`src/rtl/adc_modulation_pkg.sv`:
```
// Shared definitions for the multi-slope run-up/run-down modulator:
// reference-mux codes, FSM state encoding and the mux-decision helper.
package adc_modulation_pkg;

    localparam logic [3:0] REFMUX_NONE  = 4'b0000;
    localparam logic [3:0] REFMUX_POS   = 4'b0001;
    localparam logic [3:0] REFMUX_NEG   = 4'b0010;
    localparam logic [3:0] REFMUX_RESET = 4'b0011;

    typedef enum logic [2:0] {
        ST_IDLE    = 3'd0,
        ST_RESET   = 3'd1,
        ST_RUNUP   = 3'd2,
        ST_RUNDOWN = 3'd3,
        ST_DONE    = 3'd4
    } state_e;

    // Integrator above zero -> pull it down with NEG, otherwise push up with POS.
    function automatic logic [3:0] refmux_for(input logic cmpr);
        return cmpr ? REFMUX_NEG : REFMUX_POS;
    endfunction

endpackage

```
`src/rtl/adc_modulation_cmpr_sync.sv`:
```
// Two-flop synchroniser for the asynchronous comparator output.
module cmpr_sync (
    input  logic clk,
    input  logic reset_n,
    input  logic d_i,
    output logic q_o
);

    logic meta_q;
    logic sync_q;

    always_ff @(posedge clk or negedge reset_n) begin
        if (!reset_n) begin
            meta_q <= 1'b0;
            sync_q <= 1'b0;
        end else begin
            meta_q <= d_i;
            sync_q <= meta_q;
        end
    end

    assign q_o = sync_q;

endmodule

```
`src/rtl/adc_modulation.sv`:
```
// Multi-slope modulator: sequences integrator reset, run-up and run-down,
// counts reference periods and run-down clocks, publishes on a valid pulse.
module adc_modulation
    import adc_modulation_pkg::*;
#(
    parameter int PERIOD_MIN = 4,
    parameter int CW         = 24
) (
    input  logic          clk,
    input  logic          reset_n,
    input  logic          start_i,
    input  logic          cmpr_i,
    input  logic [23:0]   p_clk_count_reset,
    input  logic [31:0]   p_clk_count_aperture,
    input  logic [15:0]   p_clk_count_period,
    output logic [3:0]    refmux_o,
    output logic          cmpr_latch_o,
    output logic          sig_sw_o,
    output logic          busy_o,
    output logic          meas_valid_o,
    output logic [CW-1:0] count_pos_o,
    output logic [CW-1:0] count_neg_o,
    output logic [CW-1:0] count_rundown_o,
    output logic [31:0]   count_sig_o,
    output logic          overflow_o,
    output logic [2:0]    state_o
);

    localparam logic [15:0] PMIN = 16'(PERIOD_MIN);

    logic cmpr_s;

    cmpr_sync u_cmpr_sync (
        .clk     (clk),
        .reset_n (reset_n),
        .d_i     (cmpr_i),
        .q_o     (cmpr_s)
    );

    state_e        state_q, state_d;
    logic [23:0]   sh_reset_q, sh_reset_d;
    logic [31:0]   sh_ap_q, sh_ap_d;
    logic [15:0]   sh_per_q, sh_per_d;
    logic [23:0]   rst_cnt_q, rst_cnt_d;
    logic [15:0]   per_cnt_q, per_cnt_d;
    logic [31:0]   sig_cnt_q, sig_cnt_d;
    logic [CW-1:0] pos_q, pos_d, neg_q, neg_d, rd_q, rd_d;
    logic          dir_q, dir_d;
    logic          ovf_q, ovf_d;
    logic [3:0]    refmux_q, refmux_d;
    logic          latch_q, latch_d;
    logic          sig_sw_q, sig_sw_d;
    logic          busy_q, busy_d;
    logic          valid_q, valid_d;
    logic [CW-1:0] cpos_q, cpos_d, cneg_q, cneg_d, crd_q, crd_d;
    logic [31:0]   csig_q, csig_d;
    logic          covf_q, covf_d;
    logic          new_period;
    logic          reset_last;
    logic          period_last;

    // A programmed reset count of 0 still spends one clock in RESET.
    assign reset_last  = (sh_reset_q == 24'd0) || (rst_cnt_q == sh_reset_q - 24'd1);
    assign period_last = (per_cnt_q == sh_per_q - 16'd1);

    always_comb begin
        state_d    = state_q;
        sh_reset_d = sh_reset_q;
        sh_ap_d    = sh_ap_q;
        sh_per_d   = sh_per_q;
        rst_cnt_d  = rst_cnt_q;
        per_cnt_d  = per_cnt_q;
        sig_cnt_d  = sig_cnt_q;
        pos_d      = pos_q;
        neg_d      = neg_q;
        rd_d       = rd_q;
        dir_d      = dir_q;
        ovf_d      = ovf_q;
        sig_sw_d   = sig_sw_q;
        cpos_d     = cpos_q;
        cneg_d     = cneg_q;
        crd_d      = crd_q;
        csig_d     = csig_q;
        covf_d     = covf_q;
        valid_d    = 1'b0;
        new_period = 1'b0;

        case (state_q)
            ST_IDLE: begin
                if (start_i) begin
                    sh_reset_d = p_clk_count_reset;
                    sh_ap_d    = p_clk_count_aperture;
                    sh_per_d   = (p_clk_count_period < PMIN) ? PMIN : p_clk_count_period;
                    rst_cnt_d  = '0;
                    per_cnt_d  = '0;
                    sig_cnt_d  = '0;
                    pos_d      = '0;
                    neg_d      = '0;
                    rd_d       = '0;
                    dir_d      = 1'b0;
                    ovf_d      = 1'b0;
                    state_d    = ST_RESET;
                end
            end
            ST_RESET: begin
                rst_cnt_d = rst_cnt_q + 24'd1;
                if (reset_last) begin
                    if (sh_ap_q == 32'd0) begin
                        dir_d   = cmpr_s;
                        state_d = ST_RUNDOWN;
                    end else begin
                        per_cnt_d  = '0;
                        sig_sw_d   = 1'b1;
                        new_period = 1'b1;
                        state_d    = ST_RUNUP;
                    end
                end
            end
            ST_RUNUP: begin
                if (sig_sw_q) begin
                    sig_cnt_d = sig_cnt_q + 32'd1;
                    if (sig_cnt_d == sh_ap_q) begin
                        sig_sw_d = 1'b0;
                    end
                end
                // Run-up always finishes on a whole period once the aperture has closed.
                if (period_last) begin
                    if (!sig_sw_d) begin
                        dir_d   = cmpr_s;
                        state_d = ST_RUNDOWN;
                    end else begin
                        per_cnt_d  = '0;
                        new_period = 1'b1;
                    end
                end else begin
                    per_cnt_d = per_cnt_q + 16'd1;
                end
            end
            ST_RUNDOWN: begin
                if (cmpr_s != dir_q) begin
                    state_d = ST_DONE;
                end else begin
                    rd_d = rd_q + 1'b1;
                    if (rd_d == '1) begin
                        ovf_d   = 1'b1;
                        state_d = ST_DONE;
                    end
                end
            end
            ST_DONE: begin
                state_d = ST_IDLE;
            end
            default: begin
                state_d = ST_IDLE;
            end
        endcase

        if (new_period) begin
            if (cmpr_s) begin
                neg_d = neg_q + 1'b1;
            end else begin
                pos_d = pos_q + 1'b1;
            end
        end

        // Outputs are registered, so they are decoded from the next state.
        case (state_d)
            ST_RUNUP: begin
                refmux_d = new_period ? refmux_for(cmpr_s) : refmux_q;
                latch_d  = 1'b0;
            end
            ST_RUNDOWN: begin
                refmux_d = refmux_for(dir_d);
                latch_d  = 1'b0;
            end
            default: begin
                refmux_d = REFMUX_RESET;
                latch_d  = 1'b1;
            end
        endcase

        if (state_d != ST_RUNUP) begin
            sig_sw_d = 1'b0;
        end
        busy_d = (state_d != ST_IDLE);

        if (state_d == ST_DONE) begin
            cpos_d  = pos_d;
            cneg_d  = neg_d;
            crd_d   = rd_d;
            csig_d  = sig_cnt_d;
            covf_d  = ovf_d;
            valid_d = 1'b1;
        end
    end

    always_ff @(posedge clk or negedge reset_n) begin
        if (!reset_n) begin
            state_q    <= ST_IDLE;
            sh_reset_q <= '0;
            sh_ap_q    <= '0;
            sh_per_q   <= PMIN;
            rst_cnt_q  <= '0;
            per_cnt_q  <= '0;
            sig_cnt_q  <= '0;
            pos_q      <= '0;
            neg_q      <= '0;
            rd_q       <= '0;
            dir_q      <= 1'b0;
            ovf_q      <= 1'b0;
            refmux_q   <= REFMUX_RESET;
            latch_q    <= 1'b1;
            sig_sw_q   <= 1'b0;
            busy_q     <= 1'b0;
            valid_q    <= 1'b0;
            cpos_q     <= '0;
            cneg_q     <= '0;
            crd_q      <= '0;
            csig_q     <= '0;
            covf_q     <= 1'b0;
        end else begin
            state_q    <= state_d;
            sh_reset_q <= sh_reset_d;
            sh_ap_q    <= sh_ap_d;
            sh_per_q   <= sh_per_d;
            rst_cnt_q  <= rst_cnt_d;
            per_cnt_q  <= per_cnt_d;
            sig_cnt_q  <= sig_cnt_d;
            pos_q      <= pos_d;
            neg_q      <= neg_d;
            rd_q       <= rd_d;
            dir_q      <= dir_d;
            ovf_q      <= ovf_d;
            refmux_q   <= refmux_d;
            latch_q    <= latch_d;
            sig_sw_q   <= sig_sw_d;
            busy_q     <= busy_d;
            valid_q    <= valid_d;
            cpos_q     <= cpos_d;
            cneg_q     <= cneg_d;
            crd_q      <= crd_d;
            csig_q     <= csig_d;
            covf_q     <= covf_d;
        end
    end

    assign refmux_o        = refmux_q;
    assign cmpr_latch_o    = latch_q;
    assign sig_sw_o        = sig_sw_q;
    assign busy_o          = busy_q;
    assign meas_valid_o    = valid_q;
    assign count_pos_o     = cpos_q;
    assign count_neg_o     = cneg_q;
    assign count_rundown_o = crd_q;
    assign count_sig_o     = csig_q;
    assign overflow_o      = covf_q;
    assign state_o         = state_q;

endmodule
```
`config.mk`:
```
export PLATFORM = sky130hd
export DESIGN_NAME = adc_modulation
export DESIGN_NICKNAME = d
export VERILOG_FILES = /design/src/rtl/adc_modulation_pkg.sv /design/src/rtl/adc_modulation_cmpr_sync.sv /design/src/rtl/adc_modulation.sv
export SDC_FILE = /design/constraint.sdc
export NUM_CORES = 1
export LEC_CHECK = 0
export ABC_AREA = 1
export CAP_MARGIN = 20
export CORE_UTILIZATION = 58
export DETAILED_ROUTE_END_ITERATION = 8
export PLACE_DENSITY = 0.79
export SLEW_MARGIN = 20
export SYNTH_ARGS = -nofsm -noshare
export SYNTH_HDL_FRONTEND = slang
export SYNTH_SLANG_ARGS = --single-unit
```
`constraint.sdc`:
```
create_clock -name clk -period 3.4 [get_ports clk]
set_clock_uncertainty 0.2 [all_clocks]
set_input_delay 1.02 -clock clk [delete_from_list [all_inputs] [get_ports clk]]
set_output_delay 1.02 -clock clk [all_outputs]
set_load 0.01 [all_outputs]
```
==> results by group <==
Synth
  – Top post-synthesis cells by area: dfrtp_1, nand2_1, nor2_1
  – Post-synthesis cell type count: 52
  – Post-synthesis sequential area ratio: 0.4438
  – FFs w/ async S/R, synth: 1.000
  – Mapped Area: 18850 sq um
  – Avg Cell Area, Syn: 7.174 sq um
  – Yosys warns: 0
  – Synth area leader: dfrtp_1
  – Synth Instances: 2627
  – Top_reg_cell synth: dfrtp_1
  – #FFs+latches synth: 334
  – Number of enable flip-flop cells after synthesis: 0
  – Top cell type's share of synthesized area: 0.4382

Job
  – Max-cap viol count: 0

Final layout
  – Share of cells above drive strength 1: 0.06904
  – P&R area growth vs syn: 22.22%
  – Final core occ: 0.7243
  – Design area: 23030 sq um
  – Ant. Diodes: 0
  – Non-Filler Instances: 3303
  – Fin nets: 2923

Setup path
  – CP required: 3630 ps
  – Critical Path AT: 3440 ps
  – Worst Setup Path Type: reg -> reg
  – CP Capture Type: flop
  – Critical Path Start Type: flop
  – CP Max Fanout: 5

CTS
  – Clk buf depth: 3
  – Worst-Skew Late Latency: 550 ps
  – Root buf cell: clkbuf_16
  – Clk pin slew, worst setup/hold paths: 60 ps
  – Cts hold-fix bufs: 0
  – H-tree depth: 2
  – CTS tree: built
  – Number of buffers created by CTS: 38
  – Clk sink count: 334

Route
  – Routed WL: 55230 um
  – Detailed-route via count: 18640
  – DRT iter0 DRCs: 1594
  – Final ANT Viol Nets: 0
  – DRC: 0
  – WL per Instance: 16.72 um
  – Via density: 5.644
  – Drt pass-1 iters: 5

Placement
  – Detailed placement HPWL: 39560 um
  – Final Wtd Congestion: 0.9880
  – Placed insts: 3223
  – Input/output buffers: 189
  – Place WS: 59.01 ps
  – Area after DPL: 21490 sq um

STA
  – Fin crit share: 0.9435
  – Final slew viol count: 0
  – Final setup vio count: 0
  – Worst slew margin: 0.5435
  – Fin. Hold Viols: 0
  – Final WS setup: 192.1 ps
  – Worst-Margin Slew: 678.5 ps
  – Minimum clock period: 3208 ps
  – FMAX: 0.3117 GHz

Power and ir drop
  – Worst ir drop on vdd: 0.3907 mV
  – PwrDens: 402.6 nW/um^2
  – Leakage: 11.30 nW

GRT
  – Antenna violations before repair: 0
  – First-pass GRT wire length: 90190 um
  – Vias in the first global route: 18370
  – Total GRT Usage: 0.3348
  – Congestion Overflow GR: 0
  – Largest net degree at the start of global routing: 98

Floorplan
  – Die Wd: 182.3 um
  – Chip height: 182.3 um
  – Ports: 192
  – Die ar.: 33220 sq um
  – Initial Utilization: 0.5926
  – Area of the core: 31800 sq um
  – Num rows: 65

Status
  – Outcome: completed

Min path
  – Hold WC Path Type: reg -> reg
[per-stage QoR]
step / setup TNS (ps) / hold WS (ps) / power [W]
after global placement: 0 / 142.7 / 0.004824
after global routing: -62.77 / 168.4 / 0.009552
after detailed placement: 0 / 151.1 / 0.004839
final: 0 / 150.4 / 0.009273
after CTS: 0 / 156.1 / 0.009324
after floorplan: 0 / 131.2 / 0.004541
[worst max-delay path, stage by stage (launching register included)]
cell and delay, ps:
dfrtp_1 390, ha_2 230, nand2_1 130, nor2_4 140
nand2_2 110, nor2_1 160, nand2_1 80, nand2_1 100
nand2_1 80, nand2_1 70, nand2_1 60, nor2_1 100
nand2_1 80, nor2_1 120, nand3_2 160, nand2_1 240
nand2_1 110, inv_2 100, nor2_4 50, buf_4 130
nand2_1 60, nand2_1 50, and3_1 140
[cell families (layout without fill, tap and decap cells)]
kind of cell / Yosys count / in the layout / synth area share
AO/OA/AOI/OAI: 298 / 298 / 0.09016
AND/OR/NAND/NOR: 1588 / 1589 / 0.3581
buffers and inverters: 329 / 568 / 0.06825
XOR/XNOR: 63 / 63 / 0.03074
multiplexers: 5 / 5 / 0.002788
flip-flops: 334 / 334 / 0.4438
adder cells (fa/ha/maj): 9 / 9 / 0.005975
other: 1 / 2 / 0.0001990
[cells in the final DEF, fill, tap and decap left out, drive strengths merged, types with 3 or more instances in the layout]
cell type      instances
a21oi                 38
a22oi                  9
a31oi                 37
and2                   3
and3                   4
buf                   56
bufinv                 6
clkbuf                53
clkdlybuf4s50        188
clkinv                 8
dfrtp                330
dfstp                  4
ha                     9
inv                  255
mux2i                  3
nand2                981
nand3                176
nand3b                32
nand4                 50
nor2                 271
nor3                  48
nor3b                  4
nor4                  18
o211ai                 6
o21a                   3
o21ai                143
o22ai                 51
xnor2                 23
xor2                  38
[final cells by class]
| type | count | area (sq um) |
|---|---|---|
| Tap cell | 435 | 544.3 |
| Clock buffer | 53 | 1119 |
| Multi-Input combinational cell | 1966 | 9291 |
| Clock inverter | 17 | 259.0 |
| Fill cell | 2554 | 8766 |
| Timing Repair Buffer | 244 | 2501 |
| Inverter | 254 | 953.4 |
| Sequential cell | 334 | 8366 |
[final timing paths]
path / slack [ps] / cells past startpoint / end / from
setup reg to reg: 190 / 22 / per_cnt_q[11] / sig_cnt_q[1]
hold reg to reg: 150 / 0 / u_cmpr_sync.q_o / u_cmpr_sync.meta_q
hold / removal: 150 / 0 / u_cmpr_sync.q_o / u_cmpr_sync.meta_q
min in group asynchronous: 190 / 1 / sh_reset_q[9] / reset_n
max in group asynchronous: 2050 / 2 / count_rundown_o[12] / reset_n
setup / recovery: 190 / 22 / per_cnt_q[11] / sig_cnt_q[1]
[synth_stat cells (5+ instances only)]
library cell / number
nand2_1: 964
dfrtp_1: 330
nor2_1: 251
inv_1: 248
nand3_1: 172
o21ai_0: 130
o22ai_1: 51
nand4_1: 50
clkbuf_1: 49
nor3_1: 47
a21oi_1: 38
xor2_1: 38
a31oi_1: 37
nand3b_1: 32
xnor2_1: 23
nor4_1: 18
nand2_2: 15
buf_2: 14
nor2_2: 11
a22oi_1: 9
ha_1: 9
nor2_4: 8
o21ai_1: 8
buf_4: 7
o211ai_1: 6
o21ai_2: 5
[repair_timing]
action	CTS	global route
gates resized for setup	0	23
endpoints found under the setup margin	0	175
buffers inserted	0	9
[power by group]
| group | total [W] | switching [W] | leakage (nW) | internal [W] |
|---|---|---|---|---|
| combinational | 0.000613 | 0.000359 | 7.10 | 0.000254 |
| sequential | 0.00417 | 0.000107 | 3.52 | 0.00406 |
| clock | 0.00449 | 0.00173 | 0.678 | 0.00277 |
[layer usage]
layer | wire [um] | vias up | track usage
li1 | - | 8916 | -
met2 | 26290 | 706 | 0.5654
met4 | 1591 | 0 | 0.1193
met1 | 23770 | 8897 | 0.4370
met5 | 0 | - | 0
met3 | 3585 | 122 | 0.05348
Note: power is estimated with default switching activity, not from simulation.
